File: config.mk
export PLATFORM = sky130hd
export DESIGN_NAME = writeback_unit
export DESIGN_NICKNAME = d
export VERILOG_FILES = /design/src/rtl/writeback_unit_pkg.sv /design/src/rtl/writeback_unit_load_align.sv /design/src/rtl/writeback_unit.sv
export SDC_FILE = /design/constraint.sdc
export NUM_CORES = 1
export LEC_CHECK = 0
export CORE_MARGIN = 2
export CORE_UTILIZATION = 41
export DETAILED_ROUTE_END_ITERATION = 8
export GPL_TIMING_DRIVEN = 0
export HOLD_SLACK_MARGIN = 0.08
export PLACE_DENSITY_LB_ADDON = 0.2
export SETUP_SLACK_MARGIN = 0.02
export SLEW_MARGIN = 20
export SYNTH_ARGS = -nofsm -noshare
export SYNTH_HDL_FRONTEND = slang
export SYNTH_HIERARCHICAL = 1
export SYNTH_SLANG_ARGS = --single-unit
File: constraint.sdc
create_clock -name clock -period 3.1 [get_ports clock]
set_input_delay 0.62 -clock clock [delete_from_list [all_inputs] [get_ports clock]]
set_output_delay 0.62 -clock clock [all_outputs]
set_load 0.01 [all_outputs]
File: src/rtl/writeback_unit_pkg.sv
// Shared control-bus bit layout, load-size encodings and the latched
// instruction record used by the writeback stage.
`ifndef CONTROL_VH
`define CONTROL_VH
`define RWE            0
`define RDST           1
`define MEMTOREG       2
`define LDSIZE         3:4
`define LDUNS          5
`define CNTRL_REG_SIZE 5
`endif

package writeback_unit_pkg;

    // 2'b11 is reserved and behaves exactly like a word load.
    typedef enum logic [1:0] {
        LD_WORD = 2'b00,
        LD_HALF = 2'b01,
        LD_BYTE = 2'b10,
        LD_RSVD = 2'b11
    } ld_size_t;

    typedef struct packed {
        logic        rwe;
        ld_size_t    ld_size;
        logic        ld_uns;
        logic [0:1]  offset;
        logic [0:4]  dest;
    } pending_t;

    function automatic logic [0:31] extend_half(input logic [0:15] value,
                                                input logic        uns);
        return uns ? {16'h0000, value} : {{16{value[0]}}, value};
    endfunction

    function automatic logic [0:31] extend_byte(input logic [0:7] value,
                                                input logic       uns);
        return uns ? {24'h000000, value} : {{24{value[0]}}, value};
    endfunction

endpackage

File: src/rtl/writeback_unit_load_align.sv
// Big-endian sub-word extraction and alignment check for load data.
module load_align
    import writeback_unit_pkg::*;
(
    input  logic [0:31] word,
    input  logic [0:1]  offset,
    input  ld_size_t    size,
    input  logic        uns,
    output logic [0:31] data,
    output logic        misaligned
);

    logic [0:15] sel_half;
    logic [0:7]  sel_byte;

    always_comb begin
        sel_half = offset[0] ? word[16:31] : word[0:15];
        case (offset)
            2'd0:    sel_byte = word[0:7];
            2'd1:    sel_byte = word[8:15];
            2'd2:    sel_byte = word[16:23];
            default: sel_byte = word[24:31];
        endcase
    end

    // Halves only need the low address bit clear; words need both clear.
    always_comb begin
        data       = word;
        misaligned = 1'b0;
        case (size)
            LD_HALF: begin
                data       = extend_half(sel_half, uns);
                misaligned = offset[1];
            end
            LD_BYTE: begin
                data       = extend_byte(sel_byte, uns);
            end
            default: begin
                data       = word;
                misaligned = (offset != 2'd0);
            end
        endcase
    end

endmodule

File: src/rtl/writeback_unit.sv
// Writeback stage: accepts ALU results or loads from MEM, waits for load
// data, aligns it and issues a single-cycle register-file write.
module writeback_unit
    import writeback_unit_pkg::*;
(
    input  logic                      clock,
    input  logic                      reset,
    input  logic                      inValid,
    output logic                      inReady,
    input  logic [0:`CNTRL_REG_SIZE]  control,
    input  logic [0:4]                rtIn,
    input  logic [0:4]                rdIn,
    input  logic [0:31]               aluResult,
    input  logic [0:31]               memData,
    input  logic                      memDataValid,
    output logic                      regWriteEnable,
    output logic [0:4]                regDest,
    output logic [0:31]               writeBackData,
    output logic                      alignError
);

    localparam logic [1:0] ST_IDLE      = 2'd0;
    localparam logic [1:0] ST_LOAD_WAIT = 2'd1;
    localparam logic [1:0] ST_COMMIT    = 2'd2;

    typedef enum logic [1:0] {
        IDLE      = ST_IDLE,
        LOAD_WAIT = ST_LOAD_WAIT,
        COMMIT    = ST_COMMIT
    } state_t;

    state_t      state, state_next;
    pending_t    pend, pend_next;
    logic        we_next, align_next;
    logic [0:4]  dest_next;
    logic [0:31] data_next;

    logic        transfer;
    logic [0:4]  in_dest;
    logic [0:31] load_data;
    logic        load_misaligned;

    assign inReady  = (state != LOAD_WAIT);
    assign transfer = inValid & inReady;
    assign in_dest  = control[`RDST] ? rdIn : rtIn;

    load_align u_load_align (
        .word       (memData),
        .offset     (pend.offset),
        .size       (pend.ld_size),
        .uns        (pend.ld_uns),
        .data       (load_data),
        .misaligned (load_misaligned)
    );

    always_ff @(posedge clock) begin
        if (reset) begin
            state          <= IDLE;
            pend           <= '0;
            regWriteEnable <= 1'b0;
            alignError     <= 1'b0;
            regDest        <= '0;
            writeBackData  <= '0;
        end else begin
            state          <= state_next;
            pend           <= pend_next;
            regWriteEnable <= we_next;
            alignError     <= align_next;
            regDest        <= dest_next;
            writeBackData  <= data_next;
        end
    end

    // Outputs are registered on entry to COMMIT so they last exactly one cycle;
    // data and destination otherwise hold their last committed values.
    always_comb begin
        state_next = state;
        pend_next  = pend;
        we_next    = 1'b0;
        align_next = 1'b0;
        dest_next  = regDest;
        data_next  = writeBackData;

        case (state)
            LOAD_WAIT: begin
                if (memDataValid) begin
                    state_next = COMMIT;
                    we_next    = pend.rwe & (pend.dest != 5'd0) & ~load_misaligned;
                    align_next = load_misaligned;
                    dest_next  = pend.dest;
                    if (!load_misaligned) begin
                        data_next = load_data;
                    end
                end
            end
            default: begin
                state_next = IDLE;
                if (transfer) begin
                    pend_next.rwe     = control[`RWE];
                    pend_next.ld_size = ld_size_t'(control[`LDSIZE]);
                    pend_next.ld_uns  = control[`LDUNS];
                    pend_next.offset  = aluResult[30:31];
                    pend_next.dest    = in_dest;
                    if (control[`MEMTOREG]) begin
                        state_next = LOAD_WAIT;
                    end else begin
                        state_next = COMMIT;
                        we_next    = control[`RWE] & (in_dest != 5'd0);
                        dest_next  = in_dest;
                        data_next  = aluResult;
                    end
                end
            end
        endcase
    end

endmodule

==> results.md, run 1 <==
* FF/Latch Area at approximately 1000 um^2
* Die area at about 9100 um^2
* Status: completed
* Multi-input gate area at around 2100 um^2
* Fin crit period at 2.808 ns
* R2R Path End: writeBackData[28]
* Initial DRT Pass Iterations at 5
* Top-count cell post-synth: nand2_1
* Rows at 33
* Hold Path Origin: pend[6]
* Sequential-to-total area share from yosys stat at 30.31%
* CTS buffer count at 5
* I/O pin count at roughly 120
* Starting DRT DRC Count at 230
* Ranking of synthesized cells by area: dfxtp_1 (30%), nand2_1 (10%), a311oi_1 (8.2%)
* Number of synthesis warnings at 6
* Maxcap violations at 0
* Crit Path Max Fanout at 10
* Worst r2r path cells at 11
* First-pass GRT wire length at about 19000 um
* R2R Setup Slk at about 0.29 ns
* CTS Buffer Depth at 2
* Synth area leader: dfxtp_1
* Crit path max-delay family: buffers and inverters
* CP Buf/Inv Count at 5
* Largest net degree at the start of global routing at 17
* Main synth FF type: dfxtp_1
* Hold EP: pend[6]
* R2R Path Start: pend[8]
* Tot GR Track Use at 26.55%
* Worst Setup End Kind: flop
* Syn Inst Count at between 400 and 500
* Commonest cells in the netlist: nand2_1 (93), dfxtp_1 (52), a211oi_1 (37)
* Synth Register Bits at 52
* DRC at 0
* DRT Wirelength at between 10000 and 15000 um
* Fillers at slightly below 800
* Max Fclk at around 360 MHz
* Worst-skew pair later-pin latency at about 0.31 ns
* Antenna diode count at 0
* Area grow syn2layout at 42.62%
* CTS tree: yes
* Power density over cell area at around 390 nW/um^2
* CTS Hold Buffers Added at 0
* Slowest stage delay, CP at roughly 0.44 ns
* CTS root buf: clkbuf_8
* Place WS at roughly 0.39 ns
* Unrepaired setup endpoints after global routing: no
* Die H at roughly 96 um
* HP Class: reg2reg
* Fin crit share at 90.58%
* CTS Sinks at between 50 and 60
* Hold Crit Depth at 2
* Setup bufs post-CTS at 0
* Pleak at between 1.5 and 2 nW
* Hold Fails Final Rpt at 0
* Syn Area/Cell at approximately 8 um^2
* H-tree depth at 2
* Setup_tns at 0 ns
* Headroom to the max-slew limit at roughly 64%
* Reg clk slew, reported paths at between 0.1 and 0.15 ns
* Setup CP Type: reg2reg
* GP Congestion at ~0.9
* HPWL Detailed at around 9400 um
* Post-synth ARST share at 0%
* Startpoint Class: flop
* Core box area at between 8000 and 9000 um^2
* IO buf count at between 100 and 150
* # resized after CTS at 0
* Post-Syn Nets at 503
* Initial antenna violation count at 0
* Arrival time at the worst endpoint at 2.97 ns
* Net count, final at around 630
* Area fraction of the dominant cell type after synthesis at 30.31%
* Vias in the first global route at about 3700
* Via count at 3881
* Post-synth EDFFs at 0
* CP max stage cell: clkbuf_1
* Antenna Nets Post-Route at 0
* Worst-Margin Slew at around 0.54 ns
* Vias/cell at 5.962
* DR WL/cell at between 15 and 20 um
* Die Width at roughly 96 um
* Final worst clock skew at 0.01293 ns
* Netlist Area Pre-Place at approximately 3400 um^2
* Starting Density at 42.01%
* Share of layout cells above drive strength 1 at 13.74%
* Final setup fails at 0
* Unique masters post-synth at 51
* Slew Limit Fails at 0
* Maximum resistive drop on vdd at approximately 0.26 mV
* Overflow after GRT at 0
* Worst Path Required at about 3.3 ns
* Final worst slack at 0.2920 ns
* Crit-path cells: inv_1, ha_1, buf_2, clkbuf_1, nor2_1, nor2_1, and4bb_2, buf_2, buf_6, a211oi_1, a311oi_1
-- layout make-up --
class                           count  share of cell area, %
Clock inverter                      2                 0.7918
Inverter                           12                 0.9195
Buffer                             45                  5.645
Tap cell                          105                  2.682
Timing Repair Buffer              121                  24.73
Multi-Input combinational cell    308                  42.30
Sequential cell                    52                  21.25
Clock buffer                        6                  1.686
-- metal layers --
metal / up-vias / part of all wire [%] / track usage [%]
met5: - / 0 / 0
met4: 0 / 1.3 / 5.595
met3: 15 / 7.4 / 3.478
met2: 166 / 46 / 44.23
met1: 1867 / 45 / 36.67
li1: 1833 / - / -
-- per-stage QoR --
stage | total power, mW | instances | utilization (%) | cell area [um^2] | hold slack, ns
floorplan | 1.093 | 417 | - | 3435 | 0.4490
finish | 1.890 | 651 | 59.92 | 4898 | 0.4836
detailed placement | 1.387 | 643 | 58.43 | 4777 | 0.4652
global placement | 1.383 | 643 | 58.43 | 4777 | 0.4613
global route | 1.983 | 651 | 59.92 | 4898 | 0.5241
CTS | 1.896 | 651 | 59.92 | 4898 | 0.4802
-- power breakdown --
| group | internal, mW | total (mW) | leakage [nW] | switching (mW) |
|---|---|---|---|---|
| Sequential | 0.723 | 0.755 | 0.429 | 0.0328 |
| Combinational | 0.317 | 0.622 | 1.42 | 0.305 |
| Clock | 0.265 | 0.513 | 0.0614 | 0.248 |
| Total | 1.30 | 1.89 | 1.91 | 0.585 |
-- worst reg2reg max path: stages, from the launching register on --
cell and delay [ns]:
dfxtp_1 0.37, inv_1 0.05, ha_1 0.27, buf_2 0.17, clkbuf_1 0.44, nor2_1 0.08, nor2_1 0.36, and4bb_2 0.28
buf_2 0.17, buf_6 0.15, a211oi_1 0.23, a311oi_1 0.08
-- state kept, by name, summed over array words and instances, names as in the netlist --
| signal | cells |
|---|---|
| pend | 11 |
| writeBackData | 32 |
| regDest | 5 |
| regWriteEnable | 1 |
| alignError | 1 |
| state | 2 |
-- worst max-delay path by stage --
| stage | endpoint | cells after the start | start |
|---|---|---|---|
| 6_report | writeBackData[28] | 11 | pend[8] |
| 5_1_grt | writeBackData[25] | 11 | pend[8] |
| 4_1_cts | writeBackData[0] | 11 | pend[8] |
| 3_5_place_dp | writeBackData[0] | 11 | pend[8] |
| 3_3_place_gp | writeBackData[16] | 11 | pend[8] |
| 2_1_floorplan | writeBackData[1] | 11 | pend[8] |
-- cells in the final DEF, fill, tap and decap left out, types with 9 or more instances in the layout --
cell             instances
a311oi_1                32
buf_2                   19
a22oi_1                  9
nand2_1                 93
clkbuf_1                13
nand3_2                 17
clkdlybuf4s50_1        121
inv_1                   10
nor2_1                  11
a21oi_1                 14
a211oi_1                37
dfxtp_1                 52
-- cells by family (layout without fill, tap and decap cells) --
group	Yosys count	count (layout)	synth area share, %
DFF	52	52	30.31
muxes	16	16	5.974
buffers and inverters	57	186	9.362
and+or+nand+nor	154	154	23.13
AOI/OAI and AO/OA	136	136	30.49
adders and majority gates	2	2	0.7285
Note: power is estimated with default switching activity, not from simulation.
==> run 2, diff against run 1 <==
CORE_UTILIZATION = 45   (was 41)
==> results.md, run 2 (synthesis results as in run 1) <==
* Status: completed (unchanged)
* Antenna diode count at 0 (unchanged)
* Most flops, register: writeBackData (unchanged)
* # resized after CTS at 0 (unchanged)
* CTS Sinks at 52 (unchanged)
* Worst-skew pair later-pin latency at 0.30 ns (was 0.31 ns)
* CTS buffer count at 5 (unchanged)
* Most frequent cells in the layout: clkdlybuf4s50_1 (121), nand2_1 (93), dfxtp_1 (52) (unchanged)
* Die Width at 91.37 um (was 95.53 um)
* Die area at 8348 um^2 (was 9125 um^2)
* Starting DRT DRC Count at 253 (was 230)
* HP Class: reg2reg (unchanged)
* Net Sw Power at 0.5589 mW (was 0.5852 mW)
* I/O pin count at 124 (unchanged)
* CTS root buf: clkbuf_8 (unchanged)
* Unrepaired setup endpoints after global routing: no (unchanged)
* Headroom to the max-slew limit at 57.91% (was 63.67%)
* CTS Hold Buffers Added at 0 (unchanged)
* DRT Wirelength at 11510 um (was 12160 um)
* Pleak at 1.892 nW (was 1.909 nW)
* Clock power share at 22.9% (was 27.1%)
* Tot Pwr at 1.781 mW (was 1.890 mW)
* Overflow after GRT at 0 (unchanged)
* Setup_tns at 0 ns (unchanged)
* Cells after DPL at 637 (was 643)
* Combinational Power Share at 34.7% (was 32.9%)
* Die H at 91.37 um (was 95.53 um)
* Largest register FFs at 32 (unchanged)
* H-tree depth at 2 (unchanged)
* IO buf count at 121 (unchanged)
* HPWL Detailed at 8855 um (was 9438 um)
* Slew Limit Fails at 0 (unchanged)
* Worst-Margin Slew at 0.6313 ns (was 0.5449 ns)
* Power density over cell area at 366.1 nW/um^2 (was 385.8 nW/um^2)
* Area grow syn2layout at 41.60% (was 42.62%)
* Worst Setup End Kind: flop (unchanged)
* Post-layout util at 66.34% (was 59.92%)
* Initial antenna violation count at 0 (unchanged)
* Maximum resistive drop on vdd at 0.2748 mV (was 0.2615 mV)
* Startpoint Class: flop (unchanged)
* Tot GR Track Use at 27.15% (was 26.55%)
* Fin crit share at 87.25% (was 90.58%)
* Sequential share of power at 42.5% (was 40.0%)
* Most common cell after layout, fill and taps aside: clkdlybuf4s50_1 (unchanged)
* Vias/cell at 6.057 (was 5.962)
* Hold_ws at 0.4805 ns (was 0.4836 ns)
* Final worst clock skew at 0.005800 ns (was 0.01293 ns)
* Final setup fails at 0 (unchanged)
* Core box area at 7331 um^2 (was 8175 um^2)
* CTS tree: yes (unchanged)
* Worst Path Required at 3.27 ns (was 3.26 ns)
* Antenna Nets Post-Route at 0 (unchanged)
* Hold Fails Final Rpt at 0 (unchanged)
* Largest net degree at the start of global routing at 16 (was 17)
* Arrival time at the worst endpoint at 2.88 ns (was 2.97 ns)
* DRC at 0 (unchanged)
* CTS Buffer Depth at 2 (unchanged)
* Net count, final at 631 (unchanged)
* Reg clk slew, reported paths at 0.10 ns (was 0.11 ns)
* Starting Density at 46.85% (was 42.01%)
* Share of layout cells above drive strength 1 at 13.55% (was 13.74%)
* Rows at 31 (was 33)
* First-pass GRT wire length at 18690 um (was 19020 um)
* Vias in the first global route at 3976 (was 3729)
* Setup CP Type: reg2reg (unchanged)
* Non-Filler Instances at 645 (was 651)
* Internal at 1.222 mW (was 1.304 mW)
* Setup bufs post-CTS at 0 (unchanged)
* GP Congestion at 0.9523 (was 0.9212)
* Switching Fraction at 31.39% (was 30.97%)
* Fillers at 618 (was 789)
* Crit Path Max Fanout at 10 (unchanged)
* Maxcap violations at 0 (unchanged)
* Initial DRT Pass Iterations at 5 (unchanged)
* DR WL/cell at 17.85 um (was 18.69 um)
* Fin crit period at 2.705 ns (was 2.808 ns)
* Via count at 3907 (was 3881)
* Max Fclk at 369.7 MHz (was 356.1 MHz)
* Top Registers: writeBackData: 32 flops, pend: 11 flops, regDest: 5 flops (unchanged)
run 2: power groups by stage:
stage                     logic [mW]  clock network (mW)  registers, mW
after floorplan                0.308                   0          0.784
after global placement         0.594                   0          0.769
after detailed placement       0.607                   0          0.771
after CTS                      0.610               0.417          0.755
after global routing           0.664               0.440          0.762
final                          0.618               0.407          0.756
run 2: stage by stage:
stage	cell area, um^2	setup WS (ns)
global route	4863	0.1946
finish	4863	0.3954
floorplan	3435	0.9076
detailed placement	4770	0.4399
CTS	4863	0.4324
global placement	4770	0.5818
run 2: cell type report:
| cell class | instances | area (um^2) | area share (%) |
|---|---|---|---|
| buffer | 45 | 276.5 | 5.686 |
| clock buffer | 7 | 86.33 | 1.775 |
| clock inverter | 1 | 7.507 | 0.1544 |
| inverter | 12 | 45.04 | 0.9262 |
| multi-input combinational | 308 | 2072 | 42.60 |
| sequential | 52 | 1041 | 21.40 |
| tap | 99 | 123.9 | 2.547 |
| timing repair buffer | 121 | 1211 | 24.90 |
run 2: routing by layer:
metal  part of all wire [%]  vias to the layer above  global-route usage, %
met5                      0                        -                      0
met4                    2.3                        0                  9.848
met3                    7.8                       30                  4.813
met2                     49                      215                  47.22
met1                     41                     1834                  33.44
li1                       -                     1828                      -
run 2: critical path, cell delays in order (launching register included):
cell and delay (ns):
dfxtp_1 0.39, inv_1 0.06, ha_1 0.27, buf_2 0.15, clkbuf_1 0.42, nor2_1 0.08
nor2_1 0.27, and4bb_2 0.27, buf_2 0.17, buf_6 0.16, a211oi_1 0.25, a311oi_1 0.08
run 2: worst paths after layout:
check             startpoint                end  slack [ns]  cells past startpoint
setup / recovery     pend[8]  writeBackData[24]        0.40                     11
hold / removal       pend[6]            pend[6]        0.48                      2
setup reg to reg     pend[8]  writeBackData[24]        0.40                     11
hold reg to reg      pend[6]            pend[6]        0.48                      2
